[config.mk]
export PLATFORM = sky130hd
export DESIGN_NAME = arbiter_4req
export DESIGN_NICKNAME = d
export VERILOG_FILES = /design/src/rtl/arbiter_4req.sv
export SDC_FILE = /design/constraint.sdc
export NUM_CORES = 1
export LEC_CHECK = 0
export BUFFER_PORTS_ARGS = -buffer_cell sky130_fd_sc_hd__buf_2
export CAP_MARGIN = 15
export CELL_PAD_IN_SITES_DETAIL_PLACEMENT = 0
export CELL_PAD_IN_SITES_GLOBAL_PLACEMENT = 1
export CORE_UTILIZATION = 43
export DETAILED_ROUTE_END_ITERATION = 10
export GPL_TIMING_DRIVEN = 0
export PLACE_DENSITY_LB_ADDON = 0.08
export SKIP_CTS_REPAIR_TIMING = 1
export SLEW_MARGIN = 20
export SYNTH_ARGS = -nofsm -noshare
export SYNTH_HDL_FRONTEND = slang
export SYNTH_SLANG_ARGS = --single-unit
[constraint.sdc]
create_clock -name clk -period 3.09 [get_ports clk]
set_input_delay 0.309 -clock clk [delete_from_list [all_inputs] [get_ports clk]]
set_output_delay 0.309 -clock clk [all_outputs]
set_load 0.05 [all_outputs]
[src/rtl/arbiter_4req.sv]
// arbiter_4req: four-requester arbiter for one shared downstream resource.
// A request is granted, the grant is registered and held until the owner
// drops its request or the hold limit expires. The arbitration policy is
// either fixed priority (req[3] highest) or round-robin, chosen by 'mode'
// at each arbitration edge.
//
// Handshake: req[i] is a level request. Requester i owns the resource in
// every cycle where grant[i] is high. It releases the resource by dropping
// req[i]. A grant is never issued in the cycle right after a release or
// timeout, so there is always one idle cycle between two grants.
//
// MAX_HOLD must be in 1..255, because the hold counter is 8 bits wide.

module arbiter_4req #(
    parameter int unsigned MAX_HOLD = 8
) (
    input  logic       clk,
    input  logic       rst,
    input  logic [3:0] req,
    input  logic       mode,
    output logic [3:0] grant,
    output logic [1:0] grant_id,
    output logic       grant_valid,
    output logic       timeout,
    output logic       dbg_state
);

    typedef enum logic {
        IDLE = 1'b0,
        BUSY = 1'b1
    } state_t;

    localparam logic [7:0] HOLD_LIMIT = 8'(MAX_HOLD);

    state_t     state;
    state_t     state_nxt;
    logic [7:0] hold_cnt;
    logic [7:0] hold_cnt_nxt;
    logic [1:0] ptr;
    logic [1:0] ptr_nxt;
    logic [3:0] grant_nxt;
    logic [1:0] grant_id_nxt;
    logic       grant_valid_nxt;
    logic       timeout_nxt;

    logic [1:0] fixed_id;
    logic [1:0] rr_id;
    logic       rr_found;
    logic [1:0] win_id;
    logic       owner_req;

    // Fixed-priority winner: the highest set request index.
    always_comb begin
        fixed_id = 2'd0;
        if (req[3]) begin
            fixed_id = 2'd3;
        end else if (req[2]) begin
            fixed_id = 2'd2;
        end else if (req[1]) begin
            fixed_id = 2'd1;
        end else begin
            fixed_id = 2'd0;
        end
    end

    // Round-robin winner: scan ptr+1, ptr+2, ptr+3, ptr and take the first set bit.
    always_comb begin
        logic [1:0] idx;
        rr_id    = ptr;
        rr_found = 1'b0;
        idx      = ptr;
        for (int k = 0; k < 4; k++) begin
            idx = ptr + 2'(k + 1);
            if (!rr_found && req[idx]) begin
                rr_id    = idx;
                rr_found = 1'b1;
            end
        end
    end

    // The policy is applied only when arbitrating from IDLE, so a mode change
    // in the middle of a grant has no effect on that grant.
    always_comb begin
        win_id    = mode ? rr_id : fixed_id;
        owner_req = req[grant_id];
    end

    // Next-state and next-output logic. Every output is registered from these.
    always_comb begin
        state_nxt       = state;
        hold_cnt_nxt    = hold_cnt;
        ptr_nxt         = ptr;
        grant_nxt       = grant;
        grant_id_nxt    = grant_id;
        grant_valid_nxt = grant_valid;
        timeout_nxt     = 1'b0;

        case (state)
            IDLE: begin
                if (|req) begin
                    state_nxt       = BUSY;
                    grant_nxt       = 4'b0001 << win_id;
                    grant_id_nxt    = win_id;
                    grant_valid_nxt = 1'b1;
                    hold_cnt_nxt    = 8'd1;
                    ptr_nxt         = win_id;
                end else begin
                    grant_nxt       = 4'b0000;
                    grant_id_nxt    = 2'd0;
                    grant_valid_nxt = 1'b0;
                    hold_cnt_nxt    = 8'd0;
                end
            end

            BUSY: begin
                if (!owner_req) begin
                    // Voluntary release. This has priority over the limit, so
                    // dropping the request on the last allowed cycle is not a timeout.
                    state_nxt       = IDLE;
                    grant_nxt       = 4'b0000;
                    grant_id_nxt    = 2'd0;
                    grant_valid_nxt = 1'b0;
                    hold_cnt_nxt    = 8'd0;
                end else if (hold_cnt == HOLD_LIMIT) begin
                    // Forced release after MAX_HOLD granted cycles.
                    state_nxt       = IDLE;
                    grant_nxt       = 4'b0000;
                    grant_id_nxt    = 2'd0;
                    grant_valid_nxt = 1'b0;
                    hold_cnt_nxt    = 8'd0;
                    timeout_nxt     = 1'b1;
                end else begin
                    hold_cnt_nxt = hold_cnt + 8'd1;
                end
            end

            default: begin
                state_nxt       = IDLE;
                grant_nxt       = 4'b0000;
                grant_id_nxt    = 2'd0;
                grant_valid_nxt = 1'b0;
                hold_cnt_nxt    = 8'd0;
            end
        endcase
    end

    // State and output registers. Reset drops any owner without a timeout pulse.
    always_ff @(posedge clk) begin
        if (rst) begin
            state       <= IDLE;
            hold_cnt    <= 8'd0;
            ptr         <= 2'd3;
            grant       <= 4'b0000;
            grant_id    <= 2'd0;
            grant_valid <= 1'b0;
            timeout     <= 1'b0;
        end else begin
            state       <= state_nxt;
            hold_cnt    <= hold_cnt_nxt;
            ptr         <= ptr_nxt;
            grant       <= grant_nxt;
            grant_id    <= grant_id_nxt;
            grant_valid <= grant_valid_nxt;
            timeout     <= timeout_nxt;
        end
    end

    // FSM state for observation: 1 while a grant is outstanding.
    always_comb begin
        dbg_state = (state == BUSY);
    end

endmodule

==> run metrics, run 1 <==
Critical path buffers and inverters 2; io pins 16; sequential area share after synthesis 0.423; Setup Skew roughly 1.9 ps; diode count 0; Place WS 1450 ps; Tot GR Track Use 0.162; routed vias/inst 5.21; P_int about 0.35 mW; CTS buffer count 3; initial antenna violation count 0; Worst Tran Pin Value 467 ps; cells along the critical path inv_1 -> ha_1 -> nor4b_1 -> nand2_1 -> nand3_2 -> or2_1 -> buf_6 -> o22ai_2; Worst Setup Path Type flop to flop; number of global-route vias before repair 593; vias roughly 720; Cells on Worst Hold Path 2; fmax between 0.6 and 0.7 GHz; area of the multi-input gates 474 sq um; starting density of the core 0.459; final net count around 120; Cells after Synth 93; Slowest cell on crit path dfxtp_1; worst vdd ir ~0.29 mV; area occupied by registers around 380 sq um; Slew Limit Fails 0; H-tree levels 1; Final WS setup 1480 ps; Final Setup Violations 0; post-synthesis cell type count 38; CTS root buf clkbuf_4; CP peak stage delay between 400 and 500 ps; cells on worst reg2reg path 8; Flop pwr share 0.530; maxcap violations 0; Die Y roughly 48 um; synth-to-layout area growth 14.5%; Critical R2R Capture hold_cnt[0]; CTS max path bufs 2; crit-path max FO 8; post-DP HPWL around 1200 um; largest net degree at the start of global routing 11; placer congestion estimate a little under 0.8; wire length per cell between 10 and 15 um; Switching Share 0.325; Rel. slew slack 0.688; Crit path max-delay family simple AND/OR/NAND/NOR gates; clock network fraction of design power 0.242; worst r2r src hold_cnt[0]; drt drc 0; final hold violations 0; Clock Latency Late Sink 290 ps; clk slew on worst S/H paths 110 ps; yosys warns 0; DRT iter0 DRCs 13; fin crit period 1610 ps; FP Rows 16; ys async rst share 0; Pre-antenna DRT Iters 4; clk sink count 19; Die Wd 47.7 um; Cell Area, Synth 900 sq um; CP endpoint kind flop; Leak Pwr ~0.42 nW; setup_tns 0 ps; Post-Syn Nets approximately 100; combinational share of power 0.227; core area 1960 sq um; PortBufs 14; register bit count reported by yosys 19; hold path start rst; r2r setup slk approximately 1500 ps; Hold Slack between 300 and 400 ps; hold endpoint hold_cnt[0]; gr ovfl total 0; # fillers around 200; area of the die between 2000 and 2500 sq um; Avg Inst Size Synth between 9 and 10 sq um; Post-synth EDFFs 0; power per cell area ~500 nW/um^2; post-route ant nets 0; final WL roughly 1600 um; critical path arrival between 1500 and 2000 ps; fraction of layout cells with a size suffix above 1 0.225; Hold Path Class input pin to flop; first-pass GRT wire length about 2600 um; status complete, no violations; TritonCTS clock tree built; CP required 3320 ps; switching power 0.168 mW; CP Launch Type flop; period utilization 0.521; RSZ-0062 raised after global routing no; prevailing post-synth register cell dfxtp_1
## layout make-up
class / instances / area share
Buffer: 2 / 0.0146
Inverter: 8 / 0.0292
Sequential cell: 19 / 0.369
Timing Repair Buffer: 14 / 0.0680
Tap cell: 27 / 0.0328
Clock buffer: 4 / 0.0255
Multi-Input combinational cell: 64 / 0.461
## cell families after synthesis
kind of cell	share of synthesized area
compound gates	0.245
xor+xnor	0.0584
fa+ha+maj	0.0278
buf+inv	0.0501
flops	0.423
mux	0.0250
simple gates	0.171
## cell usage in the layout (no fill, tap or decap), drive strengths merged, types with 3 or more instances in the layout
cell     netlist  final
dfxtp         19     19
buf            1     15
nor2           9      9
inv            8      8
nand3          6      6
xor2           5      5
o21ai          5      5
clkbuf         1      5
nand2          4      4
o2bb2ai        4      4
a21oi          3      3
## power by group through the flow
stage | logic (mW) | clock network (mW) | registers [mW]
floorplan | 0.0546 | 0 | 0.312
global placement | 0.118 | 0 | 0.280
detailed placement | 0.118 | 0 | 0.280
CTS | 0.119 | 0.127 | 0.274
global route | 0.129 | 0.135 | 0.277
finish | 0.117 | 0.125 | 0.274
## flip-flops by register name, indices dropped and copies added (netlist names)
name and count:
grant_valid 1, grant 4, dbg_state 1, timeout 1
hold_cnt 8, grant_id 2, ptr 2
## metal layers
metal  global-route usage  vias up  share of wire
li1                     -      374              -
met1                0.244      333           0.54
met2                0.230       10           0.43
met3               0.0226        2          0.029
met4               0.0667        0         0.0056
met5                    0        -              0
## worst max-delay path by stage
| stage | from | to | slack, ps | cells past startpoint |
|---|---|---|---|---|
| after global routing | hold_cnt[0] | grant_id[0] | 1310 | 7 |
| after floorplan | grant_id[1] | grant_id[0] | 1310 | 4 |
| after CTS | hold_cnt[0] | grant_id[0] | 1450 | 7 |
| after detailed placement | req[3] | ptr[1] | 1450 | 6 |
| final | hold_cnt[0] | hold_cnt[0] | 1480 | 8 |
| after global placement | hold_cnt[0] | grant_id[0] | 1450 | 7 |
## cells in the mapped netlist (2+ instances only)
cell type | number | area share
and3_1 | 2 | 0.014
inv_1 | 7 | 0.029
nand2_1 | 4 | 0.017
dfxtp_1 | 19 | 0.42
nor2_1 | 9 | 0.038
nand3_1 | 5 | 0.028
o2bb2ai_1 | 4 | 0.039
a21oi_1 | 3 | 0.017
nor3_1 | 2 | 0.011
xor2_1 | 5 | 0.049
o21ai_0 | 4 | 0.022
ha_1 | 2 | 0.028
nand2b_1 | 2 | 0.014
## metrics by stage
step           area, sq um  utilization  instances  total power, mW
2_1_floorplan          900            -         93            0.367
3_3_place_gp          1000        0.511        134            0.397
3_5_place_dp          1000        0.511        134            0.398
4_1_cts               1030        0.525        138            0.520
5_1_grt               1030        0.525        138            0.540
6_report              1030        0.525        138            0.517
No activity file was read; power rests on OpenSTA's default activity.
==> run 2, diff against run 1 <==
--- a/config.mk
+++ b/config.mk
@@ -9,7 +9,7 @@
 export CAP_MARGIN = 15
 export CELL_PAD_IN_SITES_DETAIL_PLACEMENT = 0
 export CELL_PAD_IN_SITES_GLOBAL_PLACEMENT = 1
-export CORE_UTILIZATION = 43
+export CORE_UTILIZATION = 40
 export DETAILED_ROUTE_END_ITERATION = 10
 export GPL_TIMING_DRIVEN = 0
 export PLACE_DENSITY_LB_ADDON = 0.08
==> constraint.sdc (replaced) <==
create_clock -name clk -period 1.5 [get_ports clk]
set_input_delay 0.15 -clock clk [delete_from_list [all_inputs] [get_ports clk]]
set_output_delay 0.15 -clock clk [all_outputs]
set_load 0.05 [all_outputs]
==> run metrics, run 2 (synthesis gave the netlist of run 1 again) <==
CP endpoint kind flop; H-tree levels 1 (unchanged); drt drc 0 (unchanged); failing checks setup timing; Die Wd 49.4 um (+3.5%); Hold Slack 199 ps (-142 ps); setup_tns -20.4 ps (-20.4 ps); area of the die 2440 sq um (+7.2%); power per cell area 967 nW/um^2 (+93%); status finished with violations; period utilization 1.01 (+0.492); CP Launch Type flop; most frequent cells in the layout buf_2 (14), dfxtp_1 (13), nor2_1 (8); fin crit period 1520 ps (-90.0 ps); Worst Tran Pin Value 462 ps (-4.66 ps); CTS max path bufs 2 (unchanged); Rel. slew slack 0.691 (+0.00312); Setup Skew 12.1 ps (+10.3 ps); Tot GR Track Use 0.171 (+0.00939); clk slew on worst S/H paths 110 ps (about the same); Worst Setup Path Type flop to flop; crit-path max FO 8 (unchanged); largest register by flop count hold_cnt; maxcap violations 0 (unchanged); core area 2040 sq um (+4.1%); CTS buffer count 3 (unchanged); Final WS setup -20.4 ps (-1500 ps); final hold violations 0 (unchanged); design area 1150 sq um (+11%); final WL 1820 um (+13%); Largest regs hold_cnt x8, grant x4; largest net degree at the start of global routing 11 (unchanged); clk sink count 19 (unchanged); CTS root buf clkbuf_4; Pre-antenna DRT Iters 4 (unchanged); Place WS -126 ps (-1570 ps); RSZ-0062 raised after global routing yes; Cell Area, Placed 1010 sq um (+0.50%); final net count 125 (+3.3%); starting density of the core 0.441 (-0.0180); post-route ant nets 0 (unchanged); Leak Pwr 0.458 nW (+9.4%); initial antenna violation count 0 (unchanged); worst vdd ir 0.769 mV (+160%); routed vias/inst 5.27 (+1.1%); diode count 0 (unchanged); fmax 0.658 GHz (+5.9%); Slew Limit Fails 0 (unchanged); Die Y 49.4 um (+3.5%); placer congestion estimate 0.781 (+1.1%); number of global-route vias before repair 707 (+19%); TritonCTS clock tree built; commonest non-fill, non-tap cell in the layout buf_2; post-DP HPWL 1290 um (+6.5%); synth-to-layout area growth 27.4%; PortBufs 14 (unchanged); DRT iter0 DRCs 11 (-2); gr ovfl total 0 (unchanged); number of flip-flops in the largest register 8 (unchanged); Clock Latency Late Sink 290 ps (about the same); critical path arrival 1740 ps (-100 ps); io pins 16 (unchanged); fraction of layout cells with a size suffix above 1 0.383 (+0.157); wire length per cell 12.8 um (+9.9%); first-pass GRT wire length 3130 um (+21%); Hold Path Class input pin to flop; FP Rows 16 (unchanged); CP required 1720 ps (-1600 ps); Final Setup Violations 1 (+1); vias 748 (+4.0%)
## run 2: critical path, cell delays in order, from the launching register on
cell	delay, ps
dfxtp_4	400
inv_4	40
ha_4	140
nor4b_4	120
nand2_1	100
nand3_2	100
or2_1	260
buf_6	140
o22ai_2	150
## run 2: final timing paths
kind,startpoint,end,slack [ps],cells past startpoint
max reg2reg,hold_cnt[0],hold_cnt[0],-20,8
max,hold_cnt[0],hold_cnt[0],-20,8
min reg2reg,grant[0],grant[0],460,1
min,rst,hold_cnt[0],200,2
## run 2: layer usage
| metal | global-route usage | share of wire | up-vias |
|---|---|---|---|
| met5 | 0 | 0 | - |
| met4 | 0.0429 | 0.0071 | 0 |
| met3 | 0.0561 | 0.032 | 2 |
| met2 | 0.256 | 0.44 | 9 |
| met1 | 0.237 | 0.52 | 348 |
| li1 | - | - | 389 |
## run 2: layout make-up
type	instances	area, sq um
Inverter	8	32.5
Buffer	2	15.0
Sequential cell	19	395
Timing Repair Buffer	18	100
Tap cell	27	33.8
Multi-Input combinational cell	64	543
Fill cell	210	896
Clock buffer	4	26.3
## run 2: power by group
part,internal (mW),switching (mW)
combinational,0.108,0.178
sequential,0.538,0.0339
clock,0.103,0.147
total,0.749,0.360
## run 2: through the flow
step / utilization / instances / power [mW]
after floorplan: - / 93 / 0.757
after global placement: 0.494 / 134 / 0.820
after detailed placement: 0.494 / 134 / 0.824
after CTS: 0.507 / 138 / 1.08
after global routing: 0.561 / 142 / 1.17
final: 0.561 / 142 / 1.11
